`config.mk`:
```
export PLATFORM = sky130hd
export DESIGN_NAME = posicionador_porta_avioes
export DESIGN_NICKNAME = d
export VERILOG_FILES = /design/src/rtl/posicionador_porta_avioes.sv
export SDC_FILE = /design/constraint.sdc
export NUM_CORES = 1
export LEC_CHECK = 0
export ABC_AREA = 1
export CORE_MARGIN = 2
export CORE_UTILIZATION = 40
export CTS_BUF_LIST = sky130_fd_sc_hd__clkbuf_16
export CTS_CLUSTER_SIZE = 14
export DETAILED_ROUTE_END_ITERATION = 16
export PLACE_DENSITY = 0.7
export SYNTH_ARGS = -nofsm -noshare
export SYNTH_HDL_FRONTEND = slang
export SYNTH_SLANG_ARGS = --single-unit
```
`constraint.sdc`:
```
create_clock -name clk -period 3.2 [get_ports clk]
set_input_delay 0.64 -clock clk [delete_from_list [all_inputs] [get_ports clk]]
set_output_delay 0.64 -clock clk [all_outputs]
set_load 0.02 [all_outputs]
```
`src/rtl/posicionador_porta_avioes.sv`:
```
// ---------------------------------------------------------------------------
// posicionador_porta_avioes
//
// Placement controller for the 5-cell aircraft carrier on the 8x8 board.
// The player moves and rotates the carrier with debounced push-button levels
// and then locks it. The five cell coordinates are packed into the 64-bit
// bus that the VGA renderer decodes.
//
// Ports
//   clk                 in   1   system clock
//   rst_n               in   1   asynchronous reset, active low
//   btn_cima            in   1   debounced level: move up    (Y+1)
//   btn_baixo           in   1   debounced level: move down  (Y-1)
//   btn_esq             in   1   debounced level: move left  (X-1)
//   btn_dir             in   1   debounced level: move right (X+1)
//   btn_girar           in   1   debounced level: toggle horizontal/vertical
//   btn_confirmar       in   1   debounced level: lock placement
//   novo_jogo           in   1   while high, return to placement at home position
//   posicoesEmbarcacao  out  64  packed cells, registered
//   horizontal          out  1   1 = cells extend along +X, 0 = along +Y
//   pronto              out  1   1 = placement locked
//
// Bus layout: cell k (k = 0..4) keeps X_k in bits [6+8k -: 4] and Y_k in
// bits [10+8k -: 4]. Bits 2:0 and 63:43 are always zero.
// ---------------------------------------------------------------------------
module posicionador_porta_avioes #(
  parameter int TAM_MAPA  = 8,
  parameter int TAM_NAVIO = 5
) (
  input  logic        clk,
  input  logic        rst_n,
  input  logic        btn_cima,
  input  logic        btn_baixo,
  input  logic        btn_esq,
  input  logic        btn_dir,
  input  logic        btn_girar,
  input  logic        btn_confirmar,
  input  logic        novo_jogo,
  output logic [63:0] posicoesEmbarcacao,
  output logic        horizontal,
  output logic        pronto
);

  typedef enum logic {
    POSICIONANDO = 1'b0,
    CONFIRMADO   = 1'b1
  } estado_t;

  // Board limits as 5-bit values so that anchor + extent never wraps.
  localparam logic [4:0] MAPA5      = 5'(TAM_MAPA);
  localparam logic [4:0] EXTENSAO5  = 5'(TAM_NAVIO - 1);
  // Largest anchor coordinate along the carrier's long axis (4 on 8x8).
  localparam logic [3:0] MAX_ANCORA = 4'(TAM_MAPA - TAM_NAVIO + 1);

  // Home position: anchor (1,1), horizontal.
  localparam logic [3:0]  X_INICIAL   = 4'd1;
  localparam logic [3:0]  Y_INICIAL   = 4'd1;
  localparam logic [63:0] BUS_INICIAL = 64'h0000_00A8_A098_9088;

  // Button vector bit positions, highest priority first.
  localparam int B_CONFIRMAR = 5;
  localparam int B_GIRAR     = 4;
  localparam int B_CIMA      = 3;
  localparam int B_BAIXO     = 2;
  localparam int B_ESQ       = 1;
  localparam int B_DIR       = 0;

  // Packs the five carrier cells derived from an anchor and orientation.
  function automatic logic [63:0] empacota(input logic [3:0] x,
                                           input logic [3:0] y,
                                           input logic       h);
    logic [63:0] bus;
    logic [3:0]  xk;
    logic [3:0]  yk;
    bus = 64'd0;
    for (int k = 0; k < 5; k++) begin
      if (h) begin
        xk = x + 4'(k);
        yk = y;
      end else begin
        xk = x;
        yk = y + 4'(k);
      end
      bus[6 + 8*k -: 4]  = xk;
      bus[10 + 8*k -: 4] = yk;
    end
    return bus;
  endfunction

  // True when every cell of a carrier anchored at (x,y) lies inside the board.
  function automatic logic cabe(input logic [4:0] x,
                                input logic [4:0] y,
                                input logic       h);
    logic [4:0] x_fim;
    logic [4:0] y_fim;
    if (h) begin
      x_fim = x + EXTENSAO5;
      y_fim = y;
    end else begin
      x_fim = x;
      y_fim = y + EXTENSAO5;
    end
    return (x >= 5'd1) && (y >= 5'd1) && (x_fim <= MAPA5) && (y_fim <= MAPA5);
  endfunction

  estado_t     estado_q, estado_d;
  logic [3:0]  x_q, x_d;
  logic [3:0]  y_q, y_d;
  logic        horizontal_q, horizontal_d;
  logic        pronto_q, pronto_d;
  logic [63:0] bus_q, bus_d;
  logic [5:0]  btn_q, btn_d;

  logic [5:0]  btn_s;
  logic [5:0]  evt_s;
  logic        mover_s;
  logic [4:0]  cand_x_s;
  logic [4:0]  cand_y_s;

  assign btn_s = {btn_confirmar, btn_girar, btn_cima, btn_baixo, btn_esq, btn_dir};
  // Rising edge against last cycle's sample: a held button fires once.
  assign evt_s = btn_s & ~btn_q;

  // Next-state computation: novo_jogo, then one event by priority.
  always_comb begin
    estado_d     = estado_q;
    x_d          = x_q;
    y_d          = y_q;
    horizontal_d = horizontal_q;
    pronto_d     = pronto_q;
    btn_d        = btn_s;
    mover_s      = 1'b0;
    cand_x_s     = {1'b0, x_q};
    cand_y_s     = {1'b0, y_q};

    if (novo_jogo) begin
      estado_d     = POSICIONANDO;
      x_d          = X_INICIAL;
      y_d          = Y_INICIAL;
      horizontal_d = 1'b1;
      pronto_d     = 1'b0;
    end else begin
      case (estado_q)
        POSICIONANDO: begin
          if (evt_s[B_CONFIRMAR]) begin
            estado_d = CONFIRMADO;
            pronto_d = 1'b1;
          end else if (evt_s[B_GIRAR]) begin
            horizontal_d = ~horizontal_q;
            // Rotation keeps the anchor but pulls the new long axis back inside.
            if (!horizontal_q) begin
              if (x_q > MAX_ANCORA) begin
                x_d = MAX_ANCORA;
              end else begin
                x_d = x_q;
              end
            end else begin
              if (y_q > MAX_ANCORA) begin
                y_d = MAX_ANCORA;
              end else begin
                y_d = y_q;
              end
            end
          end else if (evt_s[B_CIMA]) begin
            mover_s  = 1'b1;
            cand_y_s = {1'b0, y_q} + 5'd1;
          end else if (evt_s[B_BAIXO]) begin
            mover_s  = 1'b1;
            cand_y_s = {1'b0, y_q} - 5'd1;
          end else if (evt_s[B_ESQ]) begin
            mover_s  = 1'b1;
            cand_x_s = {1'b0, x_q} - 5'd1;
          end else if (evt_s[B_DIR]) begin
            mover_s  = 1'b1;
            cand_x_s = {1'b0, x_q} + 5'd1;
          end else begin
            mover_s = 1'b0;
          end

          // Out-of-board moves are dropped; 1-1 underflows to 0 and fails too.
          if (mover_s && cabe(cand_x_s, cand_y_s, horizontal_q)) begin
            x_d = cand_x_s[3:0];
            y_d = cand_y_s[3:0];
          end else begin
            mover_s = 1'b0;
          end
        end
        CONFIRMADO: begin
          estado_d = CONFIRMADO;
        end
        default: begin
          estado_d     = POSICIONANDO;
          x_d          = X_INICIAL;
          y_d          = Y_INICIAL;
          horizontal_d = 1'b1;
          pronto_d     = 1'b0;
        end
      endcase
    end

    // Bus follows the next anchor/orientation so it updates on the same edge.
    bus_d = empacota(x_d, y_d, horizontal_d);
  end

  // State, anchor, outputs and button samples.
  always_ff @(posedge clk or negedge rst_n) begin
    if (!rst_n) begin
      estado_q     <= POSICIONANDO;
      x_q          <= X_INICIAL;
      y_q          <= Y_INICIAL;
      horizontal_q <= 1'b1;
      pronto_q     <= 1'b0;
      bus_q        <= BUS_INICIAL;
      btn_q        <= 6'b00_0000;
    end else begin
      estado_q     <= estado_d;
      x_q          <= x_d;
      y_q          <= y_d;
      horizontal_q <= horizontal_d;
      pronto_q     <= pronto_d;
      bus_q        <= bus_d;
      btn_q        <= btn_d;
    end
  end

  assign posicoesEmbarcacao = bus_q;
  assign horizontal         = horizontal_q;
  assign pronto             = pronto_q;

endmodule

```
==> metrics.log <==
[metrics] cell-internal power: 1.341 mW
[metrics] Setup Crit Path Kind: flip-flop to flip-flop
[metrics] Post-Place Cell Area: about 3700 um2
[metrics] latest clock arrival within the worst-skew pair: 280 ps
[metrics] average cell area after synthesis: 7.858 um2
[metrics] final cycle utilization of the critical path: 99.75%
[metrics] critical path startpoint: y_q[0]
[metrics] CTS root buf: clkbuf_16
[metrics] worst-case headroom to the max-slew limit: 38.57%
[metrics] deepest clock path buffer count: 2
[metrics] reg-to-reg setup timing slack: 8 ps
[metrics] clock-pin slew reported for the worst setup and hold paths after clock tree synthesis: 60 ps
[metrics] die boundary width: between 80 and 90 um
[metrics] post-detailed-route count of antenna-violating nets: 0
[metrics] total count of max-transition violations in the final report: 0
[metrics] Final GP Congestion: 0.7889
[metrics] worst-path maximum fanout: 5
[metrics] total vias in the final route: roughly 2700
[metrics] final non-filler cell area: 4172 um2
[metrics] max frequency: 313.3 MHz
[metrics] number of optimization iterations in the first detailed-route pass: 4
[metrics] Initial Util: 40.85%
[metrics] net load switching power: 0.7204 mW
[metrics] total of endpoints with negative setup slack in the final report: 0
[metrics] switching part of the total: 34.95%
[metrics] dpl ws: -525.6 ps
[metrics] DRC violation count after routing: 0
[metrics] biggest area contributors in the synthesized netlist: dfrtp_1 (28%), nand2_1 (12%), buf_4 (8.2%), ha_1 (7.7%), dfstp_2 (7.2%)
[metrics] main combinational cell family by area after synthesis: simple AND/OR/NAND/NOR gates
[metrics] count of H-tree levels built during CTS: 2
[metrics] number of antenna violations at the first check in global routing: 0
[metrics] final worst clock skew: about 3.9 ps
[metrics] yosys warns: 0
[metrics] cell occurring most often along the worst timing path: nand2_2
[metrics] dominant cell by count in the synthesized netlist: nand2_1
[metrics] netlist area before placement: 2915 um2
[metrics] combinational power share: 42.1%
[metrics] Routed wire per std cell: 12.52 um
[metrics] power share of the clock group: 26.9%
[metrics] kind of end point of the critical path: flip-flop
[metrics] number of buffers added by the clock tree synthesis step: 5
[metrics] Data required, critical path: 3370 ps
[metrics] flops & latches, synth: between 40 and 50
[metrics] first-pass GRT wire length: 11180 um
[metrics] number of instances in the synthesized netlist: 371
[metrics] final hold vios: 0
[metrics] number of flops mapped to enable cells by yosys: 0
[metrics] critical path arrival: about 3400 ps
[metrics] transition at the pin with the smallest max-transition slack: 921.5 ps
[metrics] ys async rst share: between 90% and 100%
[metrics] power share of the sequential group: 31.0%
[metrics] maximum number of pins on one net before global-route repair: 42
[metrics] drt total wl: around 7200 um
[metrics] top post-synthesis cells by count: nand2_1 (91), inv_1 (38), nand3_1 (35), dfrtp_1 (33), buf_4 (32)
[metrics] XOR/XNOR share of the synthesized area: 2.103%
[metrics] proportion of synthesized chip area in sequential cells: 35.54%
[metrics] launching element type of the critical path: flip-flop
[metrics] Core Footprint: 7137 um2
[metrics] Max-cap violations: 0
[metrics] main flop type after synthesis: dfrtp_1
[metrics] count of routing violations after the opening detailed-route iteration: 126
[metrics] unrepaired setup endpoints after global routing: true
[metrics] share of layout cells above drive strength 1: 33.82%
[metrics] post-synthesis compound-gate area fraction: 5.150%
[metrics] TritonCTS clock tree: built
[metrics] Die Footprint: 7987 um2
[metrics] post-route minimum period: around 3200 ps
[metrics] Setup WS post-layout: 8.153 ps
[metrics] net count reported at finish: 505
[metrics] area share of and/or/nand/nor cells after synthesis: 34.55%
[metrics] max incr delay on CP: 590 ps
[metrics] global-route usage over all layers: 18.00%
[metrics] number of global-route vias before repair: roughly 2500
[metrics] vias per inst: 4.730
[metrics] post-route total power: 2.061 mW
[metrics] critical path cell sequence: ha_4, nand3_2, nand2_2, nand4_1, nand2_4, inv_2, ha_4, or2_4, nand2_2, a21oi_2, nor2_4, nand3_4, o211ai_1, nand2_2, inv_2, ha_4, nand2_4, inv_4, nand2_2, xor2_1
[metrics] area overhead of the layout relative to synthesis: 43.09%
[metrics] total congestion overflow: 0
[metrics] peak ir drop on the vdd network: 0.0003680 V
[metrics] TritonCTS Sinks: 41
[metrics] leakage: about 2.2 nW
[metrics] outcome: finished, final reports clean
[metrics] antenna diode count: 0
[metrics] number of different library cells in the post-synthesis netlist: 37
[metrics] final-layout fill cell count: 612
[metrics] Placement Rows: 31
[metrics] worst flop-to-flop path startpoint: y_q[0]
[metrics] total half-perimeter wirelength after legalization and detailed placement: 5132 um
[metrics] top cell type by total area after synthesis: dfrtp_1
[metrics] cell area power density: 494.2 nW/um2
[metrics] post-synthesis adder-cell area fraction: about 7.7%
[metrics] Core Util, Final: 58.45%
[metrics] Die Y: 89.37 um
[metrics] Hold Buf Count CTS: 0
[metrics] proportion of synthesized area in mux cells: 0%
[metrics] class of the most critical hold timing path: input pin to async pin
[metrics] crit path max-delay cell type: dfstp_2
[metrics] area fraction of the dominant cell type after synthesis: 28.33%
[metrics] buffers added on ports: 50
[metrics] I/O pin cnt: 75
-- through the flow --
stage | hold WS (ps) | std cells | setup TNS (ps)
6_report | 495.7 | 578 | 0
3_3_place_gp | 533.4 | 550 | -7220
3_5_place_dp | 532.3 | 550 | -9198
2_1_floorplan | 344.4 | 394 | 0
4_1_cts | 527.3 | 566 | 0
5_1_grt | 498.7 | 578 | -1731
-- metal layers --
layer	global-route usage, %	routed length [um]
met2	29.83	3651
met4	6.242	155
met5	0	0
met1	24.14	3122
met3	2.493	306
-- cell type report --
cell class	count	area (um2)	area share [%]
tap	99	123.9	2.969
multi-input combinational	272	1709	40.97
timing repair buffer	114	970.9	23.28
clock buffer	5	125.1	2.999
clock inverter	3	37.54	0.8998
sequential	41	1037	24.86
inverter	44	167.7	4.019
-- what timing repair did --
item / in CTS / in global routing
endpoints found under the setup margin: 16 / 16
setup buffers: 7 / 12
cloned: 1 / 0
pin swaps: 16 / 29
resized for setup: 12 / 38
-- logic make-up (layout without fill, tap and decap cells) --
family	Yosys count	in the layout
AND/OR/NAND/NOR	195	196
buffers and inverters	82	166
flip-flops	41	41
AO/OA/AOI/OAI	27	27
adder cells (fa/ha/maj)	18	18
XOR/XNOR	7	7
other	1	24
-- registers in the layout, summed over array words and instances (netlist names) --
register	count
estado_q	1
posicoesEmbarcacao	26
y_q	3
x_q	3
btn_q	6
pronto	1
horizontal	1
-- worst paths after layout --
path / cells past startpoint / end
max: 20 / posicoesEmbarcacao[14]
min: 1 / posicoesEmbarcacao[13]
max reg2reg: 20 / posicoesEmbarcacao[14]
min reg2reg: 2 / pronto
max in group asynchronous: 1 / y_q[1]
min in group clk: 1 / btn_q[2]
-- critical path, delay by kind of cell, from the launching register on --
family,cells,cell delay (ps)
AOI/OAI and AO/OA,2,270
xor gates and xnor gates,1,130
adders and majority gates,3,510
buffers and inverters,3,230
DFF,1,590
and+or+nand+nor,11,1330
-- power groups by stage --
stage / logic (mW) / registers [mW] / clock network [mW]
2_1_floorplan: 0.396 / 0.724 / 0
3_3_place_gp: 0.775 / 0.644 / 0
3_5_place_dp: 0.787 / 0.643 / 0
4_1_cts: 0.812 / 0.637 / 0.566
5_1_grt: 0.941 / 0.646 / 0.589
6_report: 0.869 / 0.639 / 0.554
-- cell usage in the layout, fill, tap and decap left out, types with 2 or more instances in the layout --
cell | Yosys | layout
nand2_1 | 91 | 82
buf_4 | 32 | 62
clkdlybuf4s50_1 | 0 | 43
dfrtp_1 | 33 | 32
inv_1 | 38 | 31
nand3_1 | 35 | 29
nand2_2 | 20 | 27
conb_1 | 1 | 24
inv_2 | 6 | 13
nor2_1 | 14 | 13
nand4_1 | 11 | 11
nand3_2 | 5 | 11
a21oi_1 | 12 | 11
ha_1 | 18 | 11
dfstp_2 | 8 | 8
nand2_4 | 6 | 7
xor2_1 | 7 | 7
o21ai_0 | 5 | 5
ha_4 | 0 | 5
clkbuf_16 | 0 | 5
o21ai_1 | 4 | 4
or2_4 | 0 | 2
nor2_2 | 1 | 2
nor2_4 | 2 | 2
nand3_4 | 1 | 2
or2_0 | 2 | 2
ha_2 | 0 | 2
clkbuf_2 | 0 | 2
clkdlybuf4s15_1 | 0 | 2
dlygate4sd2_1 | 0 | 2
buf_6 | 0 | 2
No activity file was read; power rests on OpenSTA's default activity.
